<file path="src/rtl/canon_pkg.sv">
// Shared types and helpers for the canon voice scheduler: sweep states and
// beat/address arithmetic used by the beat timer and the sweep engine.
package canon_pkg;

    typedef enum logic [2:0] {
        ST_IDLE = 3'd0,
        ST_REQ  = 3'd1,
        ST_WAIT = 3'd2,
        ST_NEXT = 3'd3,
        ST_DONE = 3'd4
    } sweep_state_t;

    function automatic int voice_w(input int num_voices);
        return (num_voices > 1) ? $clog2(num_voices) : 1;
    endfunction

    function automatic int entry_beat(input int v, input int offset);
        return v * offset;
    endfunction

    // Melody position of voice v, wrapped to the ROM size.
    function automatic int note_addr(input int beat, input int v, input int offset, input int aw);
        int mask_v;
        mask_v = (32'sd1 <<< aw) - 32'sd1;
        return (beat - entry_beat(v, offset)) & mask_v;
    endfunction

endpackage

</file>
<file path="src/rtl/canon_beat_timer.sv">
// Beat timer: counts frame ticks into beats and latches voice entries as the
// beat index reaches each voice's staggered entry point.
module canon_beat_timer
    import canon_pkg::*;
#(
    parameter int NUM_VOICES      = 4,
    parameter int NOTE_AW         = 6,
    parameter int FRAMES_PER_BEAT = 12,
    parameter int CANON_OFFSET    = 8
) (
    input  logic                  clk,
    input  logic                  rst,
    input  logic                  run,
    input  logic                  frame_tick,
    output logic [NOTE_AW-1:0]    beat,
    output logic [NUM_VOICES-1:0] voice_en
);

    localparam int FW = (FRAMES_PER_BEAT > 1) ? $clog2(FRAMES_PER_BEAT) : 1;

    logic [FW-1:0]         frame_cnt_r;
    logic [NOTE_AW-1:0]    beat_r;
    logic [NUM_VOICES-1:0] voice_en_r;
    logic [NUM_VOICES-1:0] hit_s;

    assign beat     = beat_r;
    assign voice_en = voice_en_r;

    // Which voices have their entry beat equal to the current beat.
    always_comb begin
        hit_s = '0;
        for (int v = 0; v < NUM_VOICES; v++) begin
            if (int'(beat_r) == entry_beat(v, CANON_OFFSET)) begin
                hit_s[v] = 1'b1;
            end else begin
                hit_s[v] = 1'b0;
            end
        end
    end

    // Frame/beat counters and sticky voice entry; run low clears position.
    always_ff @(posedge clk) begin
        if (rst || !run) begin
            frame_cnt_r <= '0;
            beat_r      <= '0;
            voice_en_r  <= '0;
        end else begin
            voice_en_r <= voice_en_r | hit_s;
            if (frame_tick) begin
                if (frame_cnt_r == FW'(FRAMES_PER_BEAT - 1)) begin
                    frame_cnt_r <= '0;
                    beat_r      <= beat_r + NOTE_AW'(1'b1);
                end else begin
                    frame_cnt_r <= frame_cnt_r + FW'(1'b1);
                end
            end
        end
    end

endmodule

</file>
<file path="src/rtl/canon_voice_sched.sv">
// Canon voice scheduler: per sample tick, sweeps all voices through one shared
// note ROM port and phase adder. Optional CANON_MIX_EN adds an 8-bit mix_out.
module canon_voice_sched
    import canon_pkg::*;
#(
    parameter int NUM_VOICES      = 4,
    parameter int NOTE_AW         = 6,
    parameter int FRAMES_PER_BEAT = 12,
    parameter int CANON_OFFSET    = 8,
    parameter int PHASE_W         = 16
) (
    input  logic                  clk,
    input  logic                  rst,
    input  logic                  run,
    input  logic                  frame_tick,
    input  logic                  sample_tick,
    output logic                  rom_req,
    output logic [NOTE_AW-1:0]    rom_addr,
    input  logic                  rom_ack,
    input  logic [PHASE_W-1:0]    rom_inc,
    output logic [NUM_VOICES-1:0] sq_out,
    output logic                  sample_valid,
    output logic [NOTE_AW-1:0]    beat,
    output logic [NUM_VOICES-1:0] voice_en,
    output logic                  overrun
`ifdef CANON_MIX_EN
    ,
    output logic [7:0]            mix_out
`endif
);

    localparam int VW = voice_w(NUM_VOICES);
    localparam logic [VW-1:0] LAST_V = VW'(NUM_VOICES - 1);

    sweep_state_t          state_r;
    logic [VW-1:0]         v_r;
    logic [NOTE_AW-1:0]    beat_q_r;
    logic [PHASE_W-1:0]    phase_r [NUM_VOICES];
    logic [NUM_VOICES-1:0] rest_r;
    logic                  rom_req_r;
    logic [NOTE_AW-1:0]    rom_addr_r;
    logic [NUM_VOICES-1:0] sq_out_r;
    logic                  sample_valid_r;
    logic                  overrun_r;
    logic [NUM_VOICES-1:0] sq_next_s;
    logic [VW-1:0]         tgt_v_s;
    logic [NOTE_AW-1:0]    tgt_beat_s;
    logic                  tgt_en_s;
    logic [NOTE_AW-1:0]    tgt_addr_s;

    canon_beat_timer #(
        .NUM_VOICES     (NUM_VOICES),
        .NOTE_AW        (NOTE_AW),
        .FRAMES_PER_BEAT(FRAMES_PER_BEAT),
        .CANON_OFFSET   (CANON_OFFSET)
    ) u_timer (
        .clk       (clk),
        .rst       (rst),
        .run       (run),
        .frame_tick(frame_tick),
        .beat      (beat),
        .voice_en  (voice_en)
    );

    assign rom_req      = rom_req_r;
    assign rom_addr     = rom_addr_r;
    assign sq_out       = sq_out_r;
    assign sample_valid = sample_valid_r;
    assign overrun      = overrun_r;

    // Voice considered on the next request decision; IDLE starts at voice 0
    // using the live beat, later voices use the beat latched at sweep start.
    always_comb begin
        if (state_r == ST_IDLE) begin
            tgt_v_s    = '0;
            tgt_beat_s = beat;
        end else begin
            tgt_v_s    = v_r + VW'(1'b1);
            tgt_beat_s = beat_q_r;
        end
        tgt_en_s   = voice_en[tgt_v_s] & run;
        tgt_addr_s = NOTE_AW'(note_addr(int'(tgt_beat_s), int'(tgt_v_s), CANON_OFFSET, NOTE_AW));
    end

    // Square bit per voice from the phase MSB, silenced when resting or off.
    always_comb begin
        sq_next_s = '0;
        for (int v = 0; v < NUM_VOICES; v++) begin
            sq_next_s[v] = phase_r[v][PHASE_W-1] & voice_en[v] & ~rest_r[v] & run;
        end
    end

`ifdef CANON_MIX_EN
    logic [7:0] mix_r;
    logic [7:0] mix_next_s;
    assign mix_out = mix_r;

    // Saturating mix level proportional to the number of high voices.
    always_comb begin
        int cnt_v;
        int lvl_v;
        cnt_v = 0;
        for (int v = 0; v < NUM_VOICES; v++) begin
            cnt_v = cnt_v + int'(sq_next_s[v]);
        end
        lvl_v = cnt_v * (256 / NUM_VOICES);
        if (lvl_v > 255) begin
            mix_next_s = 8'd255;
        end else begin
            mix_next_s = 8'(lvl_v);
        end
    end
`endif

    // Sweep engine. The request decision and the result registration are
    // taken on the edges leaving IDLE/NEXT, so a voice costs one NEXT cycle
    // plus its ROM wait, and the final NEXT cycle publishes sq_out.
    always_ff @(posedge clk) begin
        if (rst) begin
            state_r        <= ST_IDLE;
            v_r            <= '0;
            beat_q_r       <= '0;
            rest_r         <= '0;
            rom_req_r      <= 1'b0;
            rom_addr_r     <= '0;
            sq_out_r       <= '0;
            sample_valid_r <= 1'b0;
            overrun_r      <= 1'b0;
            for (int v = 0; v < NUM_VOICES; v++) begin
                phase_r[v] <= '0;
            end
`ifdef CANON_MIX_EN
            mix_r          <= 8'd0;
`endif
        end else begin
            sample_valid_r <= 1'b0;
            case (state_r)
                ST_IDLE: begin
                    if (sample_tick && run) begin
                        beat_q_r <= beat;
                        v_r      <= '0;
                        if (tgt_en_s) begin
                            rom_req_r  <= 1'b1;
                            rom_addr_r <= tgt_addr_s;
                            state_r    <= ST_WAIT;
                        end else begin
                            state_r    <= ST_NEXT;
                        end
                    end
                end
                ST_WAIT: begin
                    if (rom_ack) begin
                        rom_req_r <= 1'b0;
                        if (run) begin
                            if (rom_inc == '0) begin
                                rest_r[v_r] <= 1'b1;
                            end else begin
                                rest_r[v_r]  <= 1'b0;
                                phase_r[v_r] <= phase_r[v_r] + rom_inc;
                            end
                        end
                        state_r <= ST_NEXT;
                    end
                end
                ST_NEXT: begin
                    if (v_r == LAST_V) begin
                        sq_out_r       <= sq_next_s;
                        sample_valid_r <= 1'b1;
`ifdef CANON_MIX_EN
                        mix_r          <= mix_next_s;
`endif
                        state_r        <= ST_IDLE;
                    end else begin
                        v_r <= tgt_v_s;
                        if (tgt_en_s) begin
                            rom_req_r  <= 1'b1;
                            rom_addr_r <= tgt_addr_s;
                            state_r    <= ST_WAIT;
                        end else begin
                            state_r    <= ST_NEXT;
                        end
                    end
                end
                default: begin
                    rom_req_r <= 1'b0;
                    state_r   <= ST_IDLE;
                end
            endcase

            if (!run) begin
                overrun_r <= 1'b0;
                rest_r    <= '0;
                for (int v = 0; v < NUM_VOICES; v++) begin
                    phase_r[v] <= '0;
                end
            end else if (sample_tick && (state_r != ST_IDLE)) begin
                overrun_r <= 1'b1;
            end
        end
    end

endmodule

</file>
<file path="config.mk">
export PLATFORM = sky130hd
export DESIGN_NAME = canon_voice_sched
export DESIGN_NICKNAME = d
export VERILOG_FILES = /design/src/rtl/canon_pkg.sv /design/src/rtl/canon_beat_timer.sv /design/src/rtl/canon_voice_sched.sv
export SDC_FILE = /design/constraint.sdc
export NUM_CORES = 1
export LEC_CHECK = 0
export CAP_MARGIN = 20
export CORE_MARGIN = 2
export CORE_UTILIZATION = 37
export CTS_BUF_LIST = sky130_fd_sc_hd__clkbuf_16
export DETAILED_ROUTE_END_ITERATION = 7
export GPL_ROUTABILITY_DRIVEN = 0
export MAX_ROUTING_LAYER = met4
export PLACE_DENSITY = 0.56
export SLEW_MARGIN = 30
export SYNTH_ARGS = -nofsm -noshare
export SYNTH_HDL_FRONTEND = slang
export SYNTH_SLANG_ARGS = --single-unit
</file>
<file path="constraint.sdc">
create_clock -name clk -period 3.6 [get_ports clk]
set_clock_uncertainty 0.1 [all_clocks]
set_input_delay 0.72 -clock clk [delete_from_list [all_inputs] [get_ports clk]]
set_output_delay 0.72 -clock clk [all_outputs]
set_load 0.1 [all_outputs]
</file>
### Yosys cells after proc, flatten, opt, wreduce, memory -nomap -nowiden

Memory sizes are Yosys's and may differ from the RTL's. A register that Yosys moved wholly into a read port is not among the register bits.
Cells that the tools add are included.

| cells by class | value |
|---|---|
| add/sub/neg operators | 5 |
| magnitude comparators | 3 |
| equal/unequal tests | 10 |
| multiplexer cells | 50 |
| bitwise gates (word level) | 27 |
| reductions and logical operators | 20 |

Operator list:

| operator | number |
|---|---|
| 16-bit two-way mux | 5 |
| 1-bit two-way mux | 24 |
| 6-bit two-way mux | 4 |
| 16-bit adder | 1 |
| 16-bit zero test | 1 |
| 16-bit OR reduction | 1 |
| 2-bit two-way mux | 7 |
| 1-bit AND | 13 |
| 6-bit == test (second input constant) | 2 |
| 6-bit case mux with 2 select lines | 1 |
| 2-bit AND reduction | 5 |
| 3-bit case mux with 3 select lines | 1 |
| 4-bit two-way mux | 2 |
| 4-bit OR | 2 |
| 6-bit by 1-bit adder with 6-bit output (second input constant) | 1 |
| 3-bit by 2-bit == test with 1-bit output (second input constant) | 2 |
| 6-bit by 5-bit == test with 1-bit output (second input constant) | 1 |
| 6-bit zero test | 1 |
| 2-bit by 3-bit less-than comparator with 1-bit output (second input constant) | 2 |
| 3-bit two-way mux | 2 |
| 1-bit inverter | 6 |
| 3-bit AND reduction | 2 |
| 6-bit by 5-bit subtractor with 6-bit output | 1 |
| 4-bit by 1-bit adder with 4-bit output (second input constant) | 1 |
| other kinds (20) | 27 |

| word-level totals | value |
|---|---|
| register bits | 42 |
| memory bits (writable) | 64 |
| input bits | 22 |
| memories kept | 1 |

Memories:

| name | depth | width | read ports | clocked after Yosys merged registers in | wr ports | line | source |
|---|---|---|---|---|---|---|---|
| phase_r | 4 | 16 | 5 | 1 | 4 | canon_voice_sched.sv:38 | `logic [PHASE_W-1:0] phase_r [NUM_VOICES];` |

### Logic depth before layout (Yosys ltp)

| depth | value |
|---|---|
| depth after elaboration | 9 |
| depth in mapped cells | 10 |

### Modules after synthesis

A second synthesis with hierarchy kept.

| second synthesis, totals | value |
|---|---|
| cells, all modules | 509 |
| area, all modules | 5632.9 um2 |

Modules (own cells, without submodules):

| module | times used | cells each | area each (um2) |
|---|---|---|---|
| canon_voice_sched | 1 | 438 | 4992.3 |
| canon_beat_timer | 1 | 71 | 640.6 |

### Least setup slack after synthesis

No wires, ideal clock.

| path | value |
|---|---|
| kind | register to register |
| from | register with a tool-made name |
| to | memory phase_r[0][14] (data pin) |
| setup time | 265 ps |
| data arrival time | 2865 ps |
| required time | 3235 ps |
| path slack | 369 ps |
| stages on the path, launching flop included | 11 |
| path buffers | 3 |
| path through | dfxtp_1 > buf_2 > buf_2 > mux4_2 > ha_1 > clkbuf_1 > a21oi_1 > o21ai_2 > or4b_1 > o221ai_1 > nor2_1 |

RTL lines:

| what | line |
|---|---|
| end: declaration | canon_voice_sched.sv:38 |

==> results.tsv <==
metric	value	unit
die height	126	microns
post-layout worst setup margin	0.290	ns
Core Box Area	0.0145	sq mm
Buf/Inv on CP	2	
synthesized area	0.00552	sq mm
max_cap viols	0	
syn_area_per_cell	10.8	sq um
Rows	44	
Initial Utilization	37.9	%
fmax	302	MHz
CTS Buffer Depth	2	
P_leak	2.47	nW
vias in the first global route	3977	
Post-synth EDFFs	64	
fin cells	745	
Seq cells post-synth	107	
WL/cell	17.6	microns
latest clock arrival within the worst-skew pair	0.36	ns
sequential share of the synthesized area	50.5	%
DP Worst Slack	0.173	ns
Max Transition Viols Final	0	
number of H-tree levels	3	
Placed Cells incl. Taps	729	
I/O Buffers	44	
Synth area leader	edfxtp_1	
die width	126	microns
GRT overflow	0	
count leader, synth	nor2_1	
CTS tree	built	
maximum vdd drop	0.000247	V
most frequent CP cell	buf_4	
RSZ-0062 raised after global routing	false	
initial antenna violation count	0	
# diodes	0	
worst path cell trace	buf_4, mux4_2, ha_1, a21o_1, a31oi_1, nand2_1, a311oi_1, buf_4, nor2_1	
status	complete, no violations	
Finished Cell Area	0.00648	sq mm
leading cell types by total area after synthesis	edfxtp_1 (35%), dfxtp_1 (16%), nor2_1 (7.4%), mux4_2 (6.5%), ha_1 (6.1%)	
number of hold buffers added after CTS	0	
# DRC	0	
post-CTS sizing	0	
ys async rst share	0	%
fill count	1415	
Required @ worst endpoint	3.61	ns
Post-DP HPWL	9240	microns
Unique masters post-synth	57	
Primary FF master, synth	edfxtp_1	
critical path capture point type	flop	
Post-DP Area	0.00619	sq mm
Ports	45	
# clock sinks	107	
top-area cell type share of the netlist area	34.8	%
initial drt markers	237	
via-per-instance ratio	5.38	
critical path's slowest cell	mux4_2	
Reg clk slew, reported paths	0.07	ns
Final min period	3.31	ns
Setup Fix Bufs, Post-CTS	0	
Crit Path Max Fanout	7	
Hold Fails Final Rpt	0	
Total GRT Usage	17.5	%
largest net degree at the start of global routing	24	
Layout Nets	607	
period utilization	91.9	%
Setup CP Type	reg2reg	
final setup violation count	0	
first-pass GRT wire length	20900	microns
HP Class	reg2reg	
Commonest cells post-synth	nor2_1 (108), edfxtp_1 (64), dfxtp_1 (43)	
Worst Tran Pin Value	0.983	ns
Vias	4006	
Ys Warns	0	
CTS buffer count	9	
DR pass1 iterations	4	
clock root cell	clkbuf_16	
Startpoint Class	flop	
Worst path top cell family by delay	compound AO/OA/AOI/OAI gates	
Setup TNS	0	ns
synthesized instance count	510	
routed wire length	13100	microns
slew margin rel.	34.3	%
Worst path max stage delay	0.51	ns
layout cell share with drive strength beyond 1	12.8	%
area of the die	0.0159	sq mm
syn_nets	561	
pwr dens	497	mW/mm^2
Detail Route Antenna Nets	0	
Critical Path AT	3.32	ns
synthesis-to-finish area growth	17.5	%
## stage by stage
step	power [mW]	utilization, %	hold slack (ns)
after floorplan	2.03	-	0.346
after global placement	2.23	42.6	0.359
after detailed placement	2.25	42.6	0.369
after CTS	3.23	44.6	0.389
after global routing	3.37	44.6	0.420
final	3.22	44.6	0.387
## layout by cell type, fill, tap and decap left out, drive strengths merged, types with 5 or more instances in the layout
cell type	count
a21oi	36
nand3	11
a21o	7
nand2	17
a211oi	7
clkdlybuf4s50	34
a31oi	6
o21ai	9
nand4	5
nor3	6
nor2	108
mux4	16
edfxtp	64
xor2	6
nor3b	5
inv	18
mux2i	13
nand4b	5
clkbuf	10
xnor2	10
or3	6
nor4	14
dfxtp	43
ha	27
buf	31
## where the power goes
group / switching, mW / internal, mW / leakage (nW)
sequential: 0.0292 / 1.36 / 1.06
clock: 0.474 / 0.517 / 0.149
combinational: 0.510 / 0.326 / 1.26
## kinds of logic after synthesis
kind of cell	count (synthesis)	share of synthesized area [%]
multiplexers	30	9.10
adder cells (fa/ha/maj)	29	6.85
XOR/XNOR	16	2.54
AO/OA/AOI/OAI	87	10.1
buffers and inverters	44	3.31
flip-flops	107	50.5
AND/OR/NAND/NOR	197	17.6
## worst min-delay path, stage by stage, from the launching register on
cell and delay, ns:
dfxtp_1 0.33, a21oi_1 0.06, nor2_1 0.07
## area by class of cell
class,instances,area [sq um],share of cell area [%]
multi-input combinational,359,2550,39.3
inverter,14,52.6,0.811
timing repair buffer,65,573,8.84
clock inverter,6,42.5,0.656
sequential,107,2780,42.9
tap,184,230,3.55
clock buffer,10,250,3.86
## state kept, by name (all words and copies together) (netlist names), named ones only
register,count
rom_req,1
u_timer.voice_en,4
state_r,2
beat_q_r,6
u_timer.beat,6
u_timer.frame_cnt_r,4
rom_addr,6
sq_out,4
v_r,2
sample_valid,1
overrun,1
phase_r,64
## worst paths after layout
kind,start,end,slack [ns],depth (start not counted)
max,flop,phase_r[0][9]$_SDFFCE_PN0P_,0.29,9
min,beat_q_r[1]$_SDFFE_PP0P_,beat_q_r[1]$_SDFFE_PP0P_,0.39,2
min reg2reg,beat_q_r[1]$_SDFFE_PP0P_,beat_q_r[1]$_SDFFE_PP0P_,0.39,2
max reg2reg,flop,phase_r[0][9]$_SDFFCE_PN0P_,0.29,9
## metal layers
| metal | global-route usage, % | share of wire (%) | vias up |
|---|---|---|---|
| met2 | 28.8 | 49 | 73 |
| li1 | - | - | 1966 |
| met1 | 21.2 | 45 | 1938 |
| met3 | 3.65 | 3.8 | 29 |
| met5 | - | 0 | - |
| met4 | 7.11 | 2.7 | 0 |
Note: power is estimated with default switching activity, not from simulation.
